==> src/rtl/muldiv_ctrl_pkg.sv <==
// Shared definitions for the iterative multiply/divide unit: operation
// encodings, FSM state encodings and small decode helpers.
package muldiv_ctrl_pkg;

  typedef enum logic [1:0] {
    MD_MUL  = 2'b00,
    MD_MULH = 2'b01,
    MD_DIVU = 2'b10,
    MD_REMU = 2'b11
  } md_op_e;

  typedef enum logic [1:0] {
    S_IDLE = 2'b00,
    S_CALC = 2'b01,
    S_DONE = 2'b10
  } md_state_e;

  // Bit 1 of the op code separates divide-class from multiply-class.
  function automatic logic md_is_div(input logic [1:0] op);
    return op[1];
  endfunction

  // Bit 0 selects the upper register of the pair (MULH high half, REMU remainder).
  function automatic logic md_sel_hi(input logic [1:0] op);
    return op[0];
  endfunction

endpackage

==> src/rtl/md_shift_core.sv <==
// Accumulator/shift datapath for one-bit-per-cycle multiply and restoring divide.
// The register pair {hi, lo} holds the product (mul) or {remainder, quotient}
// (div). The next-step values are exported combinationally so the controller
// can capture the final result on the same edge as the last iteration.
module md_shift_core
  import muldiv_ctrl_pkg::*;
#(
  parameter int WIDTH = 16
) (
  input  logic             clk,
  input  logic             rst_n,
  input  logic             load,
  input  logic             step,
  input  logic             is_div,
  input  logic [WIDTH-1:0] a,
  input  logic [WIDTH-1:0] b,
  output logic [WIDTH-1:0] hi_next,
  output logic [WIDTH-1:0] lo_next
);

  logic [WIDTH-1:0] hi;
  logic [WIDTH-1:0] lo;
  logic [WIDTH-1:0] b_q;
  logic             div_q;
  logic [WIDTH:0]   sum;
  logic [WIDTH:0]   shifted;
  logic [WIDTH:0]   diff;

  // One iteration: shift-add for multiply, shift-compare-subtract for divide.
  always_comb begin
    sum     = {1'b0, hi} + (lo[0] ? {1'b0, b_q} : '0);
    shifted = {hi, lo[WIDTH-1]};
    diff    = shifted - {1'b0, b_q};
    hi_next = sum[WIDTH:1];
    lo_next = {sum[0], lo[WIDTH-1:1]};
    if (div_q) begin
      if (!diff[WIDTH]) begin
        hi_next = diff[WIDTH-1:0];
        lo_next = {lo[WIDTH-2:0], 1'b1};
      end else begin
        hi_next = shifted[WIDTH-1:0];
        lo_next = {lo[WIDTH-2:0], 1'b0};
      end
    end
  end

  // Operand capture on load, one iteration per step.
  always_ff @(posedge clk) begin
    if (!rst_n) begin
      hi    <= '0;
      lo    <= '0;
      b_q   <= '0;
      div_q <= 1'b0;
    end else if (load) begin
      hi    <= '0;
      lo    <= a;
      b_q   <= b;
      div_q <= is_div;
    end else if (step) begin
      hi    <= hi_next;
      lo    <= lo_next;
    end
  end

endmodule

==> src/rtl/muldiv_ctrl.sv <==
// Multi-cycle MUL/MULH/DIVU/REMU controller for the EX stage.
//
// Handshake: EX raises start with op/operands while the unit is IDLE; the
// request is accepted on that edge unless flush is also high. stall is high
// from the accepting cycle through the last CALC cycle and low in DONE, so the
// pipeline advances exactly in the cycle where done pulses and result is valid.
// flush or reset abandon any operation with no done pulse.
module muldiv_ctrl
  import muldiv_ctrl_pkg::*;
#(
  parameter int WIDTH = 16,
  parameter int ITER  = WIDTH
) (
  input  logic             clk,
  input  logic             rst_n,
  input  logic             start,
  input  logic [1:0]       op,
  input  logic [WIDTH-1:0] operand_a,
  input  logic [WIDTH-1:0] operand_b,
  input  logic             flush,
  output logic             stall,
  output logic             busy,
  output logic             done,
  output logic [WIDTH-1:0] result,
  output logic             div_zero
);

  localparam int CW = (ITER > 1) ? $clog2(ITER) : 1;

  md_state_e        state;
  md_op_e           op_q;
  logic [CW-1:0]    count;
  logic             accept;
  logic             b_zero;
  logic [WIDTH-1:0] hi_next;
  logic [WIDTH-1:0] lo_next;

  assign accept = (state == S_IDLE) && start && !flush;
  assign b_zero = (operand_b == '0);

  // Outputs decoded from state; stall also covers the accepting IDLE cycle.
  assign stall = accept || (state == S_CALC);
  assign busy  = (state == S_CALC) || (state == S_DONE);
  assign done  = (state == S_DONE);

  md_shift_core #(.WIDTH(WIDTH)) u_core (
    .clk     (clk),
    .rst_n   (rst_n),
    .load    (accept),
    .step    ((state == S_CALC) && !flush),
    .is_div  (md_is_div(op)),
    .a       (operand_a),
    .b       (operand_b),
    .hi_next (hi_next),
    .lo_next (lo_next)
  );

  // Control FSM: accept, iterate ITER times, publish result for one cycle.
  always_ff @(posedge clk) begin
    if (!rst_n) begin
      state    <= S_IDLE;
      op_q     <= MD_MUL;
      count    <= '0;
      result   <= '0;
      div_zero <= 1'b0;
    end else if (flush) begin
      state <= S_IDLE;
    end else begin
      case (state)
        S_IDLE: begin
          if (start) begin
            op_q     <= md_op_e'(op);
            count    <= CW'(ITER - 1);
            div_zero <= md_is_div(op) && b_zero;
            if (md_is_div(op) && b_zero) begin
              // Divide by zero: all-ones quotient, dividend as remainder.
              result <= (op == MD_DIVU) ? '1 : operand_a;
              state  <= S_DONE;
            end else begin
              state  <= S_CALC;
            end
          end
        end
        S_CALC: begin
          count <= count - CW'(1);
          if (count == '0) begin
            result <= md_sel_hi(op_q) ? hi_next : lo_next;
            state  <= S_DONE;
          end
        end
        S_DONE: begin
          state <= S_IDLE;
        end
        default: begin
          state <= S_IDLE;
        end
      endcase
    end
  end

endmodule

==> config.mk <==
export PLATFORM = sky130hd
export DESIGN_NAME = muldiv_ctrl
export DESIGN_NICKNAME = d
export VERILOG_FILES = /design/src/rtl/muldiv_ctrl_pkg.sv /design/src/rtl/md_shift_core.sv /design/src/rtl/muldiv_ctrl.sv
export SDC_FILE = /design/constraint.sdc
export NUM_CORES = 1
export LEC_CHECK = 0
export ABC_AREA = 1
export BUFFER_PORTS_ARGS = -buffer_cell sky130_fd_sc_hd__buf_2
export CORE_ASPECT_RATIO = 1.2
export CORE_UTILIZATION = 49
export DETAILED_ROUTE_END_ITERATION = 16
export PLACE_DENSITY = 0.67
export SKIP_CTS_REPAIR_TIMING = 1
export SYNTH_ARGS = -nofsm -noshare
export SYNTH_HDL_FRONTEND = slang
export SYNTH_HIERARCHICAL = 1
export SYNTH_SLANG_ARGS = --single-unit
==> constraint.sdc <==
create_clock -name clk -period 2.8 [get_ports clk]
set_clock_uncertainty 0.2 [all_clocks]
set_input_delay 0.56 -clock clk [delete_from_list [all_inputs] [get_ports clk]]
set_output_delay 0.56 -clock clk [all_outputs]
set_load 0.05 [all_outputs]
# Yosys cells after proc, flatten, opt, wreduce, memory -nomap -nowiden
# Index checks and enable logic that the tools add are counted.
[word_totals]
ff_bits = 73
inputBits = 38
out_inout_bits = 20
[op_classes]
addsub = 3
n_eq_ne = 6
mux = 19
bitwise_logic = 2
reduce_logical = 18
[op_table]
columns = ["operator", "n"]
rows = [
  ["$mux 16", 11],
  ["$pmux 16 s2", 1],
  ["$add 16x17->17", 1],
  ["$sub 17x16->17", 1],
  ["$logic_not 16->1", 1],
  ["$pmux 4 s2", 1],
  ["$mux 2", 3],
  ["$reduce_and 3->1", 2],
  ["$reduce_and 5->1", 1],
  ["$eq 2x2->1 const B", 2],
  ["$logic_and 1x1->1", 4],
  ["$logic_not 4->1", 1],
  ["$mux 4", 1],
  ["$ne 2x1->1 const B", 2],
  ["$pmux 2 s2", 1],
  ["$reduce_bool 2->1", 2],
  ["$reduce_or 2->1", 2],
  ["$sub 4x1->4 const B", 1],
  ["$eq 2x1->1 const B", 1],
  ["$logic_not 2->1", 1],
  ["$logic_or 1x1->1", 2],
  ["$ne 2x2->1 const B", 1],
  ["$not 1->1", 2],
  ["$reduce_and 2->1", 1],
  ["other kinds (2)", 2],
]

# Logic depth before layout (Yosys ltp)
# Gate-level depths: netlist of run 1.
[logic_depth]
word_depth = 6
mapped_depth = 22
mapped_depth_nobuf = 22

# Hierarchy
# The synthesis of run 1 kept the hierarchy.
[modules_own_cells]
columns = ["mod", "instances", "cells_per_inst", "area_each_um2", "seq_area_each_um2"]
rows = [
  ["md_shift_core", 1, 757, 4374.2, 980.9],
  ["muldiv_ctrl", 1, 269, 1635.3, 480.5],
]

# Worst setup path after synthesis of run 1
# OpenSTA, ideal clock, no wires.
[synth_path]
path_type = "flip-flop to flip-flop"
from = "register u_core.lo[15]"
to = "register result[5]"
setup_time_ns = 0.117
t_arrival_ns = 2.288
t_required_ns = 2.483
setup_slack_ns = 0.196
stages_incl_launch_ff = 23
path_buffers = 1
cell_sequence = "dfxtp_1 > inv_1 > ha_1 > fa_1 > inv_1 > nand2_1 > nand2_1 > nand3_2 > nand2_2 > nand2_2 > nand2_2 > nand2_4 > nand2_4 > buf_6 > nand2_1 > nand3_1 > nand2_1 > o21ai_0 > nand2_1 > inv_1 > nand3_1 > nand2_1 > nor2_1"
[synth_via]
elab_chain_len = 6
[synth_rtl]
columns = ["item", "line_no", "source"]
rows = [
  ["start: declaration", "md_shift_core.sv:22", "logic [WIDTH-1:0] lo;"],
  ["start signal: assignment", "md_shift_core.sv:61", "lo <= lo_next;"],
  ["$sub 17x16->17", "md_shift_core.sv:33", "diff = shifted - {1'b0, b_q};"],
  ["$mux 16", "md_shift_core.sv:37", "if (!diff[WIDTH]) begin"],
  ["$mux 16", "md_shift_core.sv:36", "if (div_q) begin"],
  ["named net hi_next[5]", "muldiv_ctrl.sv:35", "logic [WIDTH-1:0] hi_next;"],
  ["$mux 16", "muldiv_ctrl.sv:87", "result <= md_sel_hi(op_q) ? hi_next : lo_next;"],
  ["$mux 16", "muldiv_ctrl.sv:86", "if (count == '0) begin"],
  ["$pmux 16 s2", "muldiv_ctrl.sv:69", "case (state)"],
  ["end signal: assignment", "muldiv_ctrl.sv:77", "result <= (op == MD_DIVU) ? '1 : operand_a;"],
  ["end signal: assignment", "muldiv_ctrl.sv:87", ""],
  ["end: declaration", "muldiv_ctrl.sv:24", "output logic [WIDTH-1:0] result,"],
]
# The timed path passes the listed nets, and every way through them passes these cells. The select of a mux whose other input is x is not followed.
# A chain may end at the register's enable or synchronous reset.

# Final worst setup path of run 1
[layout_path]
from = "register u_core.lo[15]"
to = "register result[7]"
# Same word-level chain as after synthesis.

==> metrics list, run 1 <==
- Slowest cell on crit path: sky130_fd_sc_hd__fa_2
* Sequential share of the synthesized area: 24.3%
- In the routed design, unresolved DRC markers number 0.
- In this run the tightest slew margin relative to its limit is 53.3%.
* GRT Residual Overflow: 0
- Multiplexer fraction of the synthesized cell area: 0%
- Gate count after technology mapping: 1026
* Initial cell density of the core: 51.2%
- Number of buffers created by CTS: 9
- The analysis attributes to cell leakage a power of 3.82 nW.
- Static timing analysis puts the maximum clock frequency at 362 MHz.
- Fillers: 1208
- The congestion estimate from routability-driven global placement came to 0.898.
* Commonest cells after routing, fill and taps aside: sky130_fd_sc_hd__nand2_1 (287), sky130_fd_sc_hd__inv_1 (156), sky130_fd_sc_hd__nor2_1 (86)
- Across the VDD grid, the largest voltage drop is 0.000523 V.
- In the final layout, the multi-input gates occupy 4110 um^2.
- Pin slew with the least headroom to its limit: 0.698 ns
* Final critical-path share of the clock period: 98.7%
- The cell that appears most often on the critical path is sky130_fd_sc_hd__nand2_2.
- 0 antenna diodes ended up in the layout.
* Critical path launch point type: flop
- Number of library cell types mapped by synthesis: 37
- The initialized floorplan defines 43 standard-cell rows.
- GR met1 Demand/Resource: 38.5%
* Most Crowded Layer GR: met2
- All-layer global routing usage: 30.4%
- Number of buffers on the longest clock path: 2
- Number of global-route vias before repair: 6173
- Across the whole layout, storage elements account for 1480 um^2.
* TritonCTS Sinks: 73
- Cell-by-cell listing of the critical path: inv_2 -> ha_4 -> fa_2 -> inv_2 -> nand2_2 -> nand2_2 -> nand3_2 -> nand2_2 -> nand2_4 -> nand3_4 -> buf_6 -> nand3_1 -> nand3_2 -> nand2_2 -> o21ai_2 -> nand2_1 -> inv_1 -> nand3_1 -> nand2_1 -> nor2_1
- TNS Setup: 0 ns
- Worst Hold Class: input port to flop
- The routed design has 18700 um of wire.
* Largest net degree at the start of global routing: 41
- Floorplan die area: 12700 um^2
- Setup slack at placement: -0.158 ns
- For the worst-skew pair, the clock arrives at the later sink with an insertion delay of 0.35 ns.
- Total via count after detailed routing: 6702
- In the synthesized netlist the dominant register cell turns out to be sky130_fd_sc_hd__dfxtp_1.
* Detail-routed net length per standard cell: 14.7 um
- Together, buffers and inverters on the worst path number 4.
* Initial drt markers: 534
- Summing every instance area after synthesis gives 6010 um^2.
- TritonCTS built the clock tree.
* Simple-gate area share of the yosys netlist: 36.0%
* Required time of the critical path: 2.84 ns
- Global routing used 52.3% of the available met2 tracks.
- Remaining antenna violation count: 0
* Arrival time reported for the critical path endpoint: 2.80 ns
- Share of cells above drive strength 1: 20.5%
- Adder and majority gate portion of the synthesized area: 8.16%
- The largest single stage delay on the critical path is 0.39 ns.
- DR pass1 iterations: 5
- Core outline area: 11700 um^2
- Setup violations remaining at the end of the flow were counted as 0.
* Synthesized net count: 1102
- Category of the worst setup path capture point: flop
- The net count of the finished layout is 1190.
* Setup repair after global routing missed its margin: true
- Summed over all nets, the half-perimeter wirelength after detailed placement is 13900 um.
- H-tree Lvls: 3
- Compared with the post-synthesis result, the final layout area differs by 23.9%.
- Power per standard cell area: 496 nW/um^2
* Final Slew Violations: 0
- CTS placed an instance of sky130_fd_sc_hd__clkbuf_16 at the clock tree root.
- Number of antenna violations at the first check in global routing: 0
* Setup slack after layout: 0.0375 ns
* CTS clk-pin slew, worst paths: 0.07 ns
* Outcome: finished clean
* Leading cell type in the layout, fill and taps excluded: sky130_fd_sc_hd__nand2_1
- During placement, the flow inserted port buffers numbering 57.
- Each instance of the synthesized netlist takes up on average 5.86 um^2.
- Summing the areas of all compound-gate instances in the mapped netlist gives 16.3% of the synthesized area.
- The first global-routing pass estimated 29600 um of wire.
- Fraction of met3 tracks used by global routing: 4.64%
- Pin placement for this block handled 58 I/O pins.
- Number of register bits inferred by synthesis: 73
- After layout, the minimum clock period comes to 2.76 ns.
- Dominant combinational cell family by area after synthesis: simple AND/OR/NAND/NOR gates
* Number of enable-type register cells in the synthesized netlist: 0
* Warnings, synthesis: 6
* Count of endpoints failing hold in the final timing report: 0
* Worst hold margin: 0.245 ns
- Xor and xnor area share after synthesis: 1.75%
- Max-cap check violation count: 0
* Routed vias/inst: 5.25
- Maximum net fanout on the critical path: 8
- Chip Height: 123 um
- In this run the horizontal extent of the chip is 103 um.
* Share of synthesized flip-flops with an asynchronous set or reset: 0%
- Largest delay contributor family on the critical path: simple AND/OR/NAND/NOR gates
- Worst setup path category: flop to flop
[where the power goes]
group	total (mW)	switching [mW]	internal, mW
logic	1.34	0.854	0.484
clock network	1.20	0.506	0.691
registers	1.16	0.0527	1.11
total	3.69	1.41	2.28
[worst min-delay path, cell delays in order]
cell and delay [ns]:
sky130_fd_sc_hd__buf_2 0.08, sky130_fd_sc_hd__nor2_1 0.04, sky130_fd_sc_hd__nor2_1 0.08
[path summary, 6_finish.rpt]
kind / slack (ns) / to / depth (start not counted) / startpoint
max reg2reg: 0.04 / result[7]$_SDFFE_PN0P_ / 20 / u_core/lo[15]$_SDFFE_PN0P_
max: 0.04 / result[7]$_SDFFE_PN0P_ / 20 / u_core/lo[15]$_SDFFE_PN0P_
min: 0.25 / u_core/b_q[0]$_SDFFE_PN0P_ / 3 / operand_b[0]
min reg2reg: 0.26 / count[0]$_SDFFE_PN0P_ / 1 / count[0]$_SDFFE_PN0P_
[cells in the mapped netlist (3+ instances only)]
cell                       instances  share of area, %
sky130_fd_sc_hd__nor2_1           87               5.4
sky130_fd_sc_hd__nand3_1          89               7.4
sky130_fd_sc_hd__a21oi_1          82               6.8
sky130_fd_sc_hd__inv_1           158               9.9
sky130_fd_sc_hd__nor2_2            6              0.62
sky130_fd_sc_hd__nand4_1           3              0.31
sky130_fd_sc_hd__inv_2             4              0.25
sky130_fd_sc_hd__o21ai_0          76               6.3
sky130_fd_sc_hd__clkbuf_1         20               1.2
sky130_fd_sc_hd__nor2_4            3              0.56
sky130_fd_sc_hd__o21ai_1           7              0.58
sky130_fd_sc_hd__buf_6             4              0.75
sky130_fd_sc_hd__dfxtp_1          73                24
sky130_fd_sc_hd__nand3_2           4              0.67
sky130_fd_sc_hd__nand2_2           6              0.62
sky130_fd_sc_hd__ha_1             36               7.5
sky130_fd_sc_hd__buf_2            12               1.0
sky130_fd_sc_hd__xor2_1            5              0.73
sky130_fd_sc_hd__a31oi_1          18               1.9
sky130_fd_sc_hd__nand2_1         301                19
sky130_fd_sc_hd__xnor2_1           7               1.0
sky130_fd_sc_hd__nor3_1            5              0.42
[final cells by class]
cell class | count | share of cell area [%]
clock buffers | 9 | 3.02
clock inverters | 7 | 0.941
inverters | 162 | 8.16
multi-input cells | 753 | 55.2
flip-flops and latches | 73 | 19.8
well taps | 157 | 2.64
repair buffers | 115 | 10.3
[per-stage QoR]
stage                     cells  utilization [%]  total power [mW]  area [um^2]
after floorplan            1026                -              2.01         6010
after global placement     1249             57.0              2.32         6690
after detailed placement   1249             57.0              2.32         6690
after CTS                  1265             59.5              3.51         6980
after global routing       1276             63.5              3.89         7450
final                      1276             63.5              3.69         7450
[flip-flops by register name, summed over array words and instances (netlist names)]
register      flops
u_core/hi        16
state             2
u_core/b_q       16
count             4
result           16
u_core/lo        16
div_zero          1
u_core/div_q      1
op_q              1
[routing by layer]
layer	wire length [um]	part of all wire, %	vias up
li1	-	-	3432
met1	8140	43	3025
met2	9070	48	209
met3	1040	5.6	36
met4	463	2.5	0
met5	0	0	-
[logic make-up (layout without fill, tap and decap cells)]
kind of cell / count (synthesis) / in the layout
xor+xnor: 12 / 12
fa+ha+maj: 38 / 38
flops: 73 / 73
compound gates: 188 / 188
buf+inv: 202 / 293
simple gates: 513 / 515
(Power assumes the default switching activity.)
==> run 2: changes to the inputs <==
Settings changed: CTS_BUF_LIST set to sky130_fd_sc_hd__clkbuf_4 sky130_fd_sc_hd__clkbuf_8.
==> metrics list, run 2 (same netlist as run 1, synthesis figures left out) <==
* GRT Residual Overflow: 0 (unchanged)
- The number of nets at the end of the flow came to 1189 (-0.084%).
* Chip Height: 123 um (unchanged)
* Worst Hold Class: input port to flop
- First-pass GRT wire length: 29800 um (+0.81%)
- Clock root cell: sky130_fd_sc_hd__clkbuf_8
- Among all stages on the critical path, the largest delay is contributed by sky130_fd_sc_hd__fa_2.
- Largest delay contributor family on the critical path: simple AND/OR/NAND/NOR gates
* Remaining antenna violation count: 0 (unchanged)
- Hold Path Cell Cnt: 3 (unchanged)
* TritonCTS clock tree: yes
- The sum of internal, switching and leakage power is 3.38 mW (-8.4%).
- The total number of H-tree levels came to 3 (unchanged).
- DRC violations left: 0 (unchanged)
- Largest net degree at the start of global routing: 41 (unchanged)
- The biggest fanout along the worst timing path was 5 (-3).
* CTS clk-pin slew, worst paths: 0.09 ns (+0.02 ns)
* Max rail drop VDD: 0.000509 V (-2.6%)
- Slew Limit Headroom: 53.4% (+0.11 points)
- The data arrival time at the worst-slack endpoint came to 2.82 ns (+0.02 ns).
- The number of antenna repair diodes came to 0 (unchanged).
- The number of ports placed on the die boundary came to 58 (unchanged).
- The static leakage came to 3.77 nW (-1.3%).
* Worst-skew pair later-pin latency: 0.38 ns (+0.03 ns)
- Last weighted congestion value of the routability-driven placer: 0.898 (unchanged)
- Setup repair after global routing could not meet its margin everywhere.
* Final HPWL DP: 13900 um (unchanged)
- The max-slew violation count was 0 (unchanged).
- Power per standard cell area: 459 nW/um^2 (-7.4%)
* Cell-by-cell listing of the critical path: inv_2 -> ha_4 -> fa_2 -> inv_2 -> nand2_2 -> nand2_2 -> nand3_2 -> nand2_2 -> nand2_4 -> nand2_4 -> nand2_8 -> nand2_4 -> nand2_1 -> nand3_1 -> nand2_1 -> o21ai_1 -> nand2_1 -> inv_1 -> nand3_1 -> nand2_1 -> nor2_1
- Floorplan die area: 12700 um^2 (unchanged)
- Routed vias/inst: 5.29 (+0.77%)
* Cell depth of the worst flop-to-flop path: 21 (+5.0%)
- Pin slew with the least headroom to its limit: 0.697 ns (-0.00164 ns)
- The initial cell density of the core is 51.2% (unchanged).
- Initial drt markers: 383 (-28%)
* Placement Rows: 43 (unchanged)
- Number of buffers on the longest clock path: 2 (unchanged)
- The final routed wire length divided by cell count was 14.7 um (+0.57%).
- Setup slack at placement: -0.158 ns (unchanged)
- Leaving out fill and tap cells, the most frequent cell in the layout is sky130_fd_sc_hd__nand2_1.
* Setup slack after layout: 0.0524 ns (+0.0149 ns)
* TritonCTS Sinks: 73 (unchanged)
- The peak clock frequency supported by timing is 364 MHz (+0.54%).
- The run finished with clean final reports.
* Die Wd: 103 um (unchanged)
* Category of the worst setup path capture point: flop
- Final Routed Wirelength: 18800 um (+0.49%)
- Final critical-path share of the clock period: 98.1% (-0.53 points)
- By instance count, the cell type seen most on the critical path is sky130_fd_sc_hd__nand2_1.
- The count of final setup violators is 0 (unchanged).
- Required time of the critical path: 2.87 ns (+0.03 ns)
* Number of buffers created by CTS: 9 (unchanged)
- Final design utilization: 62.8% (-0.71 points)
- Number of antenna violations at the first check in global routing: 0 (unchanged)
- The number of buffers added on ports is 57 (unchanged).
- Number of global-route vias before repair: 6179 (+0.097%)
- The count of TritonRoute iterations in the first routing pass is 5 (unchanged).
- Buf+Inv Stages, Crit Path: 3 (-1)
- Max-cap check violation count: 0 (unchanged)
* All-layer global routing usage: 30.7% (+0.30 points)
- STA classifies the critical path startpoint as a flop.
- Worst setup path category: flop to flop
- Core outline area: 11700 um^2 (unchanged)
- From synthesis to final layout, the design area changed by 22.5%.
* Count of endpoints failing hold in the final timing report: 0 (unchanged)
* Longest individual stage delay on the worst path: 0.40 ns (about the same)
- Final critical delay including setup and external delays: 2.75 ns (-0.0149 ns)
- Share of cells above drive strength 1: 21.4% (+0.91 points)
- The total number of vias is 6748 (+0.69%).
- Commonest cells after routing, fill and taps aside: sky130_fd_sc_hd__nand2_1 (276), sky130_fd_sc_hd__inv_1 (154), sky130_fd_sc_hd__nor2_1 (85)
- Stages on worst setup path: 21 (+5.0%)
run 2: path summary, 6_finish.rpt:
| path | slack [ns] | end | startpoint |
|---|---|---|---|
| min | 0.21 | u_core/b_q[0]$_SDFFE_PN0P_ | operand_b[0] |
| min reg2reg | 0.26 | count[0]$_SDFFE_PN0P_ | count[0]$_SDFFE_PN0P_ |
| max reg2reg | 0.05 | result[12]$_SDFFE_PN0P_ | u_core/lo[15]$_SDFFE_PN0P_ |
| max | 0.05 | result[12]$_SDFFE_PN0P_ | u_core/lo[15]$_SDFFE_PN0P_ |
run 2: worst reg2reg max path: cells and delay by family, from the launching register on:
family | cells | cell delay (ns)
DFF | 1 | 0.34
buffers and inverters | 3 | 0.16
and+or+nand+nor | 15 | 1.24
adders and majority gates | 2 | 0.56
AOI/OAI and AO/OA | 1 | 0.13
run 2: area by class of cell:
| cell class | instances | area, um^2 |
|---|---|---|
| Tap cell | 157 | 196 |
| Sequential cell | 73 | 1480 |
| Fill cell | 1241 | 4360 |
| Multi-Input combinational cell | 753 | 4120 |
| Inverter | 162 | 608 |
| Clock inverter | 7 | 70.1 |
| Clock buffer | 9 | 124 |
| Timing Repair Buffer | 114 | 769 |
run 2: layer usage:
layer / wire length [um] / global-route usage (%)
met2: 9060 / 52.4
met3: 1210 / 5.82
met5: 0 / 0
met4: 548 / 12.0
met1: 7990 / 38.0
run 2: metrics by stage:
stage / hold WS (ns) / cell area (um^2) / TNS, ns / cells
2_1_floorplan: 0.232 / 6010 / 0 / 1026
3_3_place_gp: 0.253 / 6690 / -1.63 / 1249
3_5_place_dp: 0.253 / 6690 / -1.59 / 1249
4_1_cts: 0.199 / 6880 / -2.11 / 1265
5_1_grt: 0.236 / 7360 / -0.751 / 1275
6_report: 0.210 / 7360 / 0 / 1275
run 2: power by group:
| part | total [mW] | switching, mW | internal [mW] |
|---|---|---|---|
| logic | 1.35 | 0.862 | 0.484 |
| clock network | 0.879 | 0.467 | 0.412 |
| registers | 1.16 | 0.0523 | 1.11 |
| total | 3.38 | 1.38 | 2.00 |
